### src/rtl/uart_rx.sv
// UART receiver: 2-flop synchronised RX, centre-sampled 8-bit frames with optional parity,
// one-entry holding register with VALID/READ handshake and sticky overrun.
module uart_rx #(
    parameter int BIT_TIME = 40
) (
    input  logic       CLK,
    input  logic       RESET_N,
    input  logic       RX,
    input  logic       PARITY_EN,
    input  logic       PARITY_ODD,
    input  logic       READ,
    output logic [7:0] DATA,
    output logic       VALID,
    output logic       PARITY_ERR,
    output logic       FRAME_ERR,
    output logic       OVERRUN,
    output logic       BUSY
);

    localparam int CNT_W = $clog2(BIT_TIME + 1);
    localparam logic [CNT_W-1:0] CNT_END = CNT_W'(BIT_TIME);
    localparam logic [CNT_W-1:0] CNT_MID = CNT_W'(BIT_TIME / 2);

    typedef enum logic [2:0] {
        S_IDLE,
        S_START,
        S_DATA,
        S_PARITY,
        S_STOP,
        S_WAIT_HIGH
    } state_t;

    state_t           state_q, state_d;
    logic             rx_meta_q, rxs_q;
    logic [CNT_W-1:0] cnt_q, cnt_d;
    logic [2:0]       bit_idx_q, bit_idx_d;
    logic [7:0]       shift_q, shift_d;
    logic             par_en_q, par_en_d;
    logic             par_acc_q, par_acc_d;
    logic             par_err_q, par_err_d;
    logic [7:0]       data_q, data_d;
    logic             valid_q, valid_d;
    logic             perr_q, perr_d;
    logic             ferr_q, ferr_d;
    logic             ovr_q, ovr_d;
    logic             deliver;

    always_comb begin
        state_d   = state_q;
        cnt_d     = cnt_q;
        bit_idx_d = bit_idx_q;
        shift_d   = shift_q;
        par_en_d  = par_en_q;
        par_acc_d = par_acc_q;
        par_err_d = par_err_q;
        deliver   = 1'b0;

        case (state_q)
            S_IDLE: begin
                cnt_d = '0;
                if (!rxs_q) begin
                    state_d   = S_START;
                    bit_idx_d = '0;
                    par_en_d  = PARITY_EN;
                    par_acc_d = PARITY_ODD;
                    par_err_d = 1'b0;
                end
            end
            S_START: begin
                cnt_d = cnt_q + 1'b1;
                if (cnt_q == CNT_MID) begin
                    cnt_d   = '0;
                    state_d = rxs_q ? S_IDLE : S_DATA;
                end
            end
            S_DATA: begin
                cnt_d = cnt_q + 1'b1;
                if (cnt_q == CNT_END) begin
                    cnt_d     = '0;
                    shift_d   = {rxs_q, shift_q[7:1]};
                    par_acc_d = par_acc_q ^ rxs_q;
                    bit_idx_d = bit_idx_q + 3'd1;
                    if (bit_idx_q == 3'd7) begin
                        state_d = par_en_q ? S_PARITY : S_STOP;
                    end
                end
            end
            S_PARITY: begin
                cnt_d = cnt_q + 1'b1;
                if (cnt_q == CNT_END) begin
                    cnt_d     = '0;
                    par_err_d = par_acc_q ^ rxs_q;
                    state_d   = S_STOP;
                end
            end
            S_STOP: begin
                cnt_d = cnt_q + 1'b1;
                if (cnt_q == CNT_END) begin
                    cnt_d   = '0;
                    deliver = 1'b1;
                    // A low stop bit may be a break; wait for the line to recover before re-arming.
                    state_d = rxs_q ? S_IDLE : S_WAIT_HIGH;
                end
            end
            S_WAIT_HIGH: begin
                cnt_d = '0;
                if (rxs_q) begin
                    state_d = S_IDLE;
                end
            end
            default: begin
                state_d = S_IDLE;
                cnt_d   = '0;
            end
        endcase
    end

    // Holding register: a delivery in the same cycle as READ keeps the new byte valid.
    always_comb begin
        data_d  = data_q;
        valid_d = valid_q;
        perr_d  = perr_q;
        ferr_d  = ferr_q;
        ovr_d   = ovr_q;
        if (READ && valid_q) begin
            valid_d = 1'b0;
            ovr_d   = 1'b0;
        end
        if (deliver) begin
            data_d  = shift_q;
            perr_d  = par_err_q;
            ferr_d  = ~rxs_q;
            valid_d = 1'b1;
            if (valid_q && !READ) begin
                ovr_d = 1'b1;
            end
        end
    end

    always_ff @(posedge CLK or negedge RESET_N) begin
        if (!RESET_N) begin
            rx_meta_q <= 1'b1;
            rxs_q     <= 1'b1;
            state_q   <= S_IDLE;
            cnt_q     <= '0;
            bit_idx_q <= '0;
            shift_q   <= '0;
            par_en_q  <= 1'b0;
            par_acc_q <= 1'b0;
            par_err_q <= 1'b0;
            data_q    <= '0;
            valid_q   <= 1'b0;
            perr_q    <= 1'b0;
            ferr_q    <= 1'b0;
            ovr_q     <= 1'b0;
        end else begin
            rx_meta_q <= RX;
            rxs_q     <= rx_meta_q;
            state_q   <= state_d;
            cnt_q     <= cnt_d;
            bit_idx_q <= bit_idx_d;
            shift_q   <= shift_d;
            par_en_q  <= par_en_d;
            par_acc_q <= par_acc_d;
            par_err_q <= par_err_d;
            data_q    <= data_d;
            valid_q   <= valid_d;
            perr_q    <= perr_d;
            ferr_q    <= ferr_d;
            ovr_q     <= ovr_d;
        end
    end

    assign DATA       = data_q;
    assign VALID      = valid_q;
    assign PARITY_ERR = perr_q;
    assign FRAME_ERR  = ferr_q;
    assign OVERRUN    = ovr_q;
    assign BUSY       = (state_q != S_IDLE);

endmodule

### config.mk
export PLATFORM = sky130hd
export DESIGN_NAME = uart_rx
export DESIGN_NICKNAME = d
export VERILOG_FILES = /design/src/rtl/uart_rx.sv
export SDC_FILE = /design/constraint.sdc
export NUM_CORES = 1
export LEC_CHECK = 0
export BUFFER_PORTS_ARGS = -buffer_cell sky130_fd_sc_hd__buf_2
export CAP_MARGIN = 20
export CORE_UTILIZATION = 57
export CTS_CLUSTER_DIAMETER = 120
export CTS_CLUSTER_SIZE = 40
export DETAILED_ROUTE_END_ITERATION = 6
export GPL_TIMING_DRIVEN = 0
export PLACE_DENSITY = 0.78
export SLEW_MARGIN = 0
export SYNTH_ARGS = -nofsm -noshare
export SYNTH_HDL_FRONTEND = slang
export SYNTH_SLANG_ARGS = --single-unit
### constraint.sdc
create_clock -name CLK -period 2.1 [get_ports CLK]
set_clock_uncertainty 0.1 [all_clocks]
set_input_delay 0.315 -clock CLK [delete_from_list [all_inputs] [get_ports CLK]]
set_output_delay 0.315 -clock CLK [all_outputs]
set_load 0.05 [all_outputs]
# --- After elaboration in Yosys (flattened, before gate mapping) ---
# Index checks and enable logic that the tools add are counted.
# W data, S select, Z words.
word_totals:
  regBits: 37
  out_inout_bits: 13
classes:
  n_mux: 29
  bitwise_logic: 2
  eq_ne: 15
  addsub: 2
  n_reduce_logical: 14
op_table:
  columns: ["operator", "count"]
  rows:
  - ["$mux W3", 11]
  - ["$pmux W3 S6", 1]
  - ["$ne A2 B2 Y1 const B", 7]
  - ["$mux W6", 2]
  - ["$pmux W6 S2", 1]
  - ["$mux W1", 10]
  - ["$eq A3 B3 Y1 const B", 3]
  - ["$reduce_and A7 Y1", 1]
  - ["$add A6 B1 Y6 const B", 1]
  - ["$eq A3 B2 Y1 const B", 2]
  - ["$eq A6 B5 Y1 const B", 1]
  - ["$eq A6 B6 Y1 const B", 1]
  - ["$pmux W3 S2", 1]
  - ["$reduce_and A3 Y1", 2]
  - ["$reduce_bool A2 Y1", 3]
  - ["$pmux W1 S2", 2]
  - ["$reduce_and A2 Y1", 2]
  - ["$add A3 B1 Y3 const B", 1]
  - ["$eq A3 B1 Y1 const B", 1]
  - ["$logic_not A3 Y1", 1]
  - ["$reduce_bool A3 Y1", 1]
  - ["$reduce_or A3 Y1", 1]
  - ["$logic_and A1 B1 Y1", 2]
  - ["$mux W2", 1]
  - ["other kinds (3)", 3]

# --- Longest topological paths before layout ---
# Gate-level depths: netlist of the first run.
logic_depth:
  word_depth: 4
  depth_mapped: 8
  mapped_depth_nobuf: 7

# --- Worst setup path before layout of the first run ---
# Ideal clock, no wire load.
synth_timing:
  path_type: "flip-flop to flip-flop"
  startpoint: "register state_q[2]"
  endpoint: "register par_en_q"
  stages_incl_launch_ff: 4
  path_slack_ns: 0.245
  arrival_ns: 1.630
  required_time_ns: 1.875
  path_buffers: 0
  setup_time_ns: 0.125
  cell_sequence: "dfrtp_1 > or3_1 > nand2b_1 > mux2_2"
synth_via:
  elab_chain_cells: 2
synth_lines:
  columns: ["item", "line_no", "text"]
  rows:
  - ["from (decl)", "33", "state_t state_q, state_d;"]
  - ["from (signal assigned)", "159", "state_q <= state_d;"]
  - ["$logic_not A3 Y1", "58", "case (state_q)"]
  - ["$reduce_and A2 Y1 (no line)", null, null]
  - ["to (signal assigned)", "163", "par_en_q <= par_en_d;"]
  - ["to (decl)", "38", "logic par_en_q, par_en_d;"]
# Every way passes these cells.
# A chain may end at the register's enable or synchronous reset.

# --- Worst setup path in the final report of the first run ---
layout_timing:
  startpoint: "register bit_idx_q[0]"
  endpoint: "register state_q[0]"
layout_via:
  elab_chain_cells: 3
layout_lines:
  columns: ["item", "line_no", "text"]
  rows:
  - ["from (decl)", "36", "logic [2:0] bit_idx_q, bit_idx_d;"]
  - ["from (signal assigned)", "161", "bit_idx_q <= bit_idx_d;"]
  - ["$eq A3 B3 Y1", "83", "if (bit_idx_q == 3'd7) begin"]
  - ["$ne A2 B2 Y1 (no line)", null, null]
  - ["$reduce_and A7 Y1 (no line)", null, null]
# Every way passes these cells.

==> results of run 1 <==
what timing repair did:
| item | CTS | global route |
|---|---|---|
| endpoints found under the hold margin | 36 | 0 |
| hold buffers | 2 | 0 |
| endpoints found under the setup margin | 0 | 9 |
| resized for setup | 0 | 1 |
worst max-delay path, cell delays in order (launching register included):
cell      delay [ns]
dfrtp_1         0.42
ha_1            0.22
ha_1            0.18
nand2b_1        0.13
a211oi_1        0.27
a31oi_1         0.10
nand2_1         0.13
mux2_2          0.33
power groups by stage:
| stage | Sequential, W | Combinational, W | Clock, W |
|---|---|---|---|
| floorplan | 0.000899 | 0.000285 | 0 |
| detailed placement | 0.000920 | 0.000361 | 0 |
| global placement | 0.000911 | 0.000340 | 0 |
| global route | 0.000927 | 0.000412 | 0.000554 |
| CTS | 0.000906 | 0.000367 | 0.000524 |
| finish | 0.000910 | 0.000365 | 0.000508 |
flip-flops by register name, indices dropped and copies added (netlist names), 3 cells and up, named ones only:
register / count
cnt_q: 6
DATA: 8
state_q: 3
shift_q: 8
bit_idx_q: 3
kinds of logic after synthesis:
family / Yosys count / share of synthesized area
xor+xnor: 4 / 0.0204
fa+ha+maj: 4 / 0.0291
simple gates: 43 / 0.138
flops: 37 / 0.540
buf+inv: 11 / 0.0437
compound gates: 22 / 0.0852
mux: 22 / 0.143
worst max path at each step:
| stage | from | endpoint | slack, ns | depth (start not counted) |
|---|---|---|---|---|
| CTS | cnt_q[4]$_DFF_PN0_ | PARITY_ERR$_DFFE_PN0P_ | 0.09 | 5 |
| global placement | cnt_q[4]$_DFF_PN0_ | PARITY_ERR$_DFFE_PN0P_ | 0.20 | 5 |
| finish | bit_idx_q[0]$_DFFE_PN0P_ | state_q[0]$_DFFE_PN0P_ | 0.13 | 7 |
| global route | cnt_q[4]$_DFF_PN0_ | DATA[3]$_DFFE_PN0P_ | 0.02 | 5 |
| floorplan | state_q[2]$_DFFE_PN0P_ | par_en_q$_DFFE_PN0P_ | 0.25 | 3 |
| detailed placement | cnt_q[4]$_DFF_PN0_ | PARITY_ERR$_DFFE_PN0P_ | 0.11 | 5 |
per-layer routing:
metal  part of all wire  vias to the layer above
met5                  0                        -
met4              0.017                        0
met3              0.035                        5
met2               0.50                       22
met1               0.44                      572
li1                   -                      551
metrics by stage:
stage	hold slack, ns	setup slack (ns)	area, um2
global placement	0.247	0.196	1850
global route	0.0567	0.0189	1960
finish	0.0681	0.125	1960
detailed placement	0.251	0.114	1850
CTS	0.0573	0.0901	1950
floorplan	-0.0806	0.245	1720
final cells by class:
| class | instances | area [um2] |
|---|---|---|
| Inverter | 5 | 18.8 |
| Buffer | 6 | 56.3 |
| Multi-Input combinational cell | 95 | 719 |
| Tap cell | 31 | 38.8 |
| Clock inverter | 1 | 30.0 |
| Clock buffer | 7 | 55.1 |
| Timing Repair Buffer | 20 | 110 |
| Fill cell | 224 | 848 |
| Sequential cell | 37 | 928 |
placed cells by master (no fill, tap or decap), types with 3 or more instances in the layout:
cell / n
nor2_1: 11
inv_1: 5
o21ai_0: 7
dfrtp_1: 35
clkbuf_4: 5
buf_2: 20
ha_1: 4
mux2_2: 20
and3_1: 3
nand2_1: 12
a21oi_1: 4
nand2b_1: 4
==> metrics.cfg, run 1 <==
[outcome]
status = complete, no violations

[logic_synthesis]
synth_area_um2 = 1720
ys_seq_area_frac = 0.540
synth_edf_count = 0
ys.flop_type = dfrtp_1
syn_inst = 143
synth_most_common_cell = dfrtp_1
synthArstFlopShare = 1.00
ys_warn_count = 0
synth.ff_latch_count = 37
synth_top_area_share = 0.510
synthDistinctLibCells = 38
synth_area_leader_cell = dfrtp_1
ys_top_cells_by_count = dfrtp_1, mux2_2, nand2_1
syn_nets = 153
synth.avg_cell_area_um2 = 12.0
synth_area_leaders = dfrtp_1, mux2_2, dfstp_2

[placement]
gp_congestion = 0.740
dp_hpwl_mm = 2.05
portBuffers = 18
dp_cells = 192

[setup_path]
cp.arrival_ns = 2.10
critPathMaxFanout = 3
end_kind = register
critPathRequiredTime_ns = 2.23
reg2reg_to = state_q[0]$_DFFE_PN0P_
cp-start-kind = register
ff2ff_path_depth = 7
reg2reg_slack_ns = 0.13
r2r_start = bit_idx_q[0]$_DFFE_PN0P_
crit_type = register to register

[global_routing]
busiest_layer = met2
antenna_found_initial = 0
grt_usage = 0.207
use_met3 = 0.0691
grt_pass1_wl_mm = 4.98
grt_max_degree = 38
grt_pass1_vias = 1094
grtUsageMet2 = 0.333
grtUsageMet1 = 0.257
grt_overflow = 0

[power]
p_sw_frac = 0.290
finalPower_w = 0.00178
p_int_w = 0.00127
clockPowerShare = 0.285
ir_worst_vdd_uv = 582
leakagePower_nw = 0.965
power_density_nw_per_um2 = 911
combPwrFrac = 0.205
power_switching_w = 0.000518
seqPwrFrac = 0.510

[floorplanning]
die_x_um = 56.9
initial_utilization = 0.612
placement_rows = 19
dieHeight_um = 56.9
core-area_um2 = 2810
die-area_um2 = 3240
pin_count = 19

[timing]
max_freq_ghz = 0.506
setup_tns_ns = 0
finalCriticalPeriod_ns = 1.97
slew_viol_final = 0
setup_viol = 0
timing.final.crit_share = 0.940
slew_headroom = 0.481
worst_slew_pin_slew_ns = 0.778
finalHoldViolCount = 0
rsz0062_at_grt = no

[detailed_routing]
wire_per_inst_um = 14.5
viasPerCell = 5.69
wl_mm = 2.93
route.vias.total = 1150
postRouteAntennaNets = 0
drt-initial-drc-count = 24
dr.pass1.iters = 5
drc = 0

[min_path]
holdPathStages = 2
hp-start = READ
hp-class = primary input to register

[cts]
cts_buffer_depth = 2
cts_buffers = 5
clk_pin_slew_ns = 0.11
h-tree-depth = 2
cts.sinks = 37
cts-root-buf = clkbuf_4
cts_tree = built
clk_latency_ns = 0.33
post-cts-setup-buffers = 0

[cells_and_area]
diodes = 0
syn2layout_area_growth_pct = 13.9
finish.utilization = 0.698
nets = 180
layout-drive-gt1-share = 0.351
stdcell_count = 202

[job]
maxCapViolations = 0

(Power assumes the default switching activity.)
==> inputs of run 2 (changes only) <==
--- a/config.mk
+++ b/config.mk
@@ -7,12 +7,11 @@
 export LEC_CHECK = 0
 export BUFFER_PORTS_ARGS = -buffer_cell sky130_fd_sc_hd__buf_2
 export CAP_MARGIN = 20
-export CORE_UTILIZATION = 57
+export CORE_UTILIZATION = 40
 export CTS_CLUSTER_DIAMETER = 120
 export CTS_CLUSTER_SIZE = 40
 export DETAILED_ROUTE_END_ITERATION = 6
 export GPL_TIMING_DRIVEN = 0
-export PLACE_DENSITY = 0.78
 export SLEW_MARGIN = 0
 export SYNTH_ARGS = -nofsm -noshare
 export SYNTH_HDL_FRONTEND = slang
==> metrics.cfg, run 2 (synthesized netlist as in run 1, its figures left out) <==
[outcome]
status = complete, no violations

[setup_path]
critPathMaxFanout = 10  ; +7
cp-start-kind = register
cp.arrival_ns = 2.02  ; -0.08 ns
path_cells = nor3b_2 > nand3_1 > nor2_2 > buf_4 > mux2_2
end_kind = register
critPathSlowestCell = dfrtp_1
critPathRequiredTime_ns = 2.17  ; -0.06 ns
crit_type = register to register
cpPeakStageDelay_ns = 0.44  ; +0.02 ns

[floorplanning]
pin_count = 19  ; unchanged
initial_utilization = 0.423  ; -0.189
placement_rows = 23  ; +4
die_x_um = 67.5  ; +19%
core-area_um2 = 4060  ; +45%
dieHeight_um = 67.5  ; +19%
die-area_um2 = 4560  ; +41%

[global_routing]
antenna_found_initial = 0  ; unchanged
grt_pass1_wl_mm = 4.93  ; -1.1%
grt_pass1_vias = 1084  ; -0.91%
grt_overflow = 0  ; unchanged
grt_usage = 0.147  ; -0.0600
grt_max_degree = 38  ; unchanged

[timing]
setup_viol = 0  ; unchanged
finalCriticalPeriod_ns = 1.95  ; -0.0268 ns
finalHoldViolCount = 0  ; unchanged
worst_slew_pin_slew_ns = 0.818  ; +0.0398 ns
timing.final.crit_share = 0.928  ; -0.0128
slew_viol_final = 0  ; unchanged
slew_headroom = 0.455  ; -0.0266
max_freq_ghz = 0.513  ; +1.4%
fin_hold_ws_ns = 0.0146  ; -0.0535 ns

[placement]
dp_hpwl_mm = 2.06  ; +0.62%
placed_area_um2 = 1870  ; +1.3%
gp_congestion = 0.796  ; +7.6%
portBuffers = 18  ; unchanged

[cells_and_area]
final_common_cell = dfrtp_1
stdcell_area_um2 = 1960  ; about the same
diodes = 0  ; unchanged
syn2layout_area_growth_pct = 13.8  ; about the same
layout_common_cells = dfrtp_1, buf_2, mux2_2
layout-drive-gt1-share = 0.355  ; +0.00415
nets = 178  ; -1.1%
finish.utilization = 0.482  ; -0.216

[power]
power_density_nw_per_um2 = 887  ; -2.6%
seqPwrFrac = 0.523  ; +0.013
p_int_w = 0.00121  ; -4.4%
power_switching_w = 0.000525  ; +1.5%
clockPowerShare = 0.271  ; -0.014
p_sw_frac = 0.303  ; +0.0126
finalPower_w = 0.00173  ; -2.7%
leakagePower_nw = 0.956  ; -0.94%
combPwrFrac = 0.205  ; about the same
ir_worst_vdd_uv = 402  ; -31%

[cts]
cts_buffer_depth = 2  ; unchanged
cts_tree = built
cts.sinks = 37  ; unchanged
post-cts-setup-buffers = 0  ; unchanged
clk_pin_slew_ns = 0.07  ; -0.04 ns
cts-root-buf = clkbuf_8
h-tree-depth = 2  ; unchanged
cts_buffers = 5  ; unchanged
clk_latency_ns = 0.29  ; -0.04 ns

[detailed_routing]
drt-initial-drc-count = 28  ; +17%
viasPerCell = 5.12  ; -10%
wire_per_inst_um = 13.2  ; -9.3%
drc = 0  ; unchanged
route.vias.total = 1121  ; -2.5%
postRouteAntennaNets = 0  ; unchanged
wl_mm = 2.89  ; -1.6%
dr.pass1.iters = 4  ; -1

[job]
maxCapViolations = 0  ; unchanged

[min_path]
hp-class = primary input to asynchronous set/reset pin

[run 2: layer usage]
layer,share of wire,GRT usage,up-vias
met5,0,0,-
met4,0.017,0.0638,0
met3,0.034,0.0405,7
met2,0.46,0.224,20
met1,0.49,0.195,545
li1,-,-,549
[run 2: repair_timing]
action                                  CTS  global route
resized for setup                         0             1
hold buffers                              0             0
endpoints found under the hold margin     0             0
endpoints found under the setup margin    0             9
[run 2: final timing paths]
| check | from | to | slack [ns] | cells after the start |
|---|---|---|---|---|
| worst max-delay path | cnt_q[4]$_DFF_PN0_ | DATA[4]$_DFFE_PN0P_ | 0.15 | 5 |
| worst min-delay path | RESET_N | DATA[5]$_DFFE_PN0P_ | 0.01 | 1 |
| worst max register to register | cnt_q[4]$_DFF_PN0_ | DATA[4]$_DFFE_PN0P_ | 0.15 | 5 |
| worst min register to register | rx_meta_q$_DFF_PN1_ | rxs_q$_DFF_PN1_ | 0.26 | 0 |
| max in group asynchronous | RESET_N | bit_idx_q[1]$_DFFE_PN0P_ | 1.36 | 1 |
| min in group CLK | RX | rx_meta_q$_DFF_PN1_ | 0.02 | 1 |
[run 2: stage by stage]
stage / setup TNS [ns] / instances / worst slack, ns
after CTS: 0 / 219 / 0.104
after detailed placement: 0 / 211 / 0.116
after global routing: -0.0167 / 219 / -0.00927
after floorplan: 0 / 143 / 0.245
final: 0 / 219 / 0.152
after global placement: 0 / 211 / 0.141
[run 2: worst max-delay path, delay by kind of cell, from the launching register on]
kind	cells	cell delay, ns
AND/OR/NAND/NOR	3	0.72
flip-flops	1	0.44
multiplexers	1	0.35
buffers and inverters	1	0.21
[run 2: layout make-up]
cell class | count | area [um2]
Tap cell | 50 | 62.6
Inverter | 5 | 18.8
Sequential cell | 37 | 928
Timing Repair Buffer | 18 | 90.1
Buffer | 6 | 56.3
Multi-Input combinational cell | 95 | 717
Clock inverter | 2 | 10.0
Clock buffer | 6 | 72.6
Fill cell | 379 | 2100
[run 2: power groups by stage]
stage          Combinational, W  Clock [W]  Sequential [W]
3_5_place_dp           0.000361          0        0.000923
3_3_place_gp           0.000343          0        0.000912
4_1_cts                0.000361   0.000492        0.000908
5_1_grt                0.000413   0.000523        0.000922
6_report               0.000356   0.000471        0.000908
2_1_floorplan          0.000285          0        0.000899
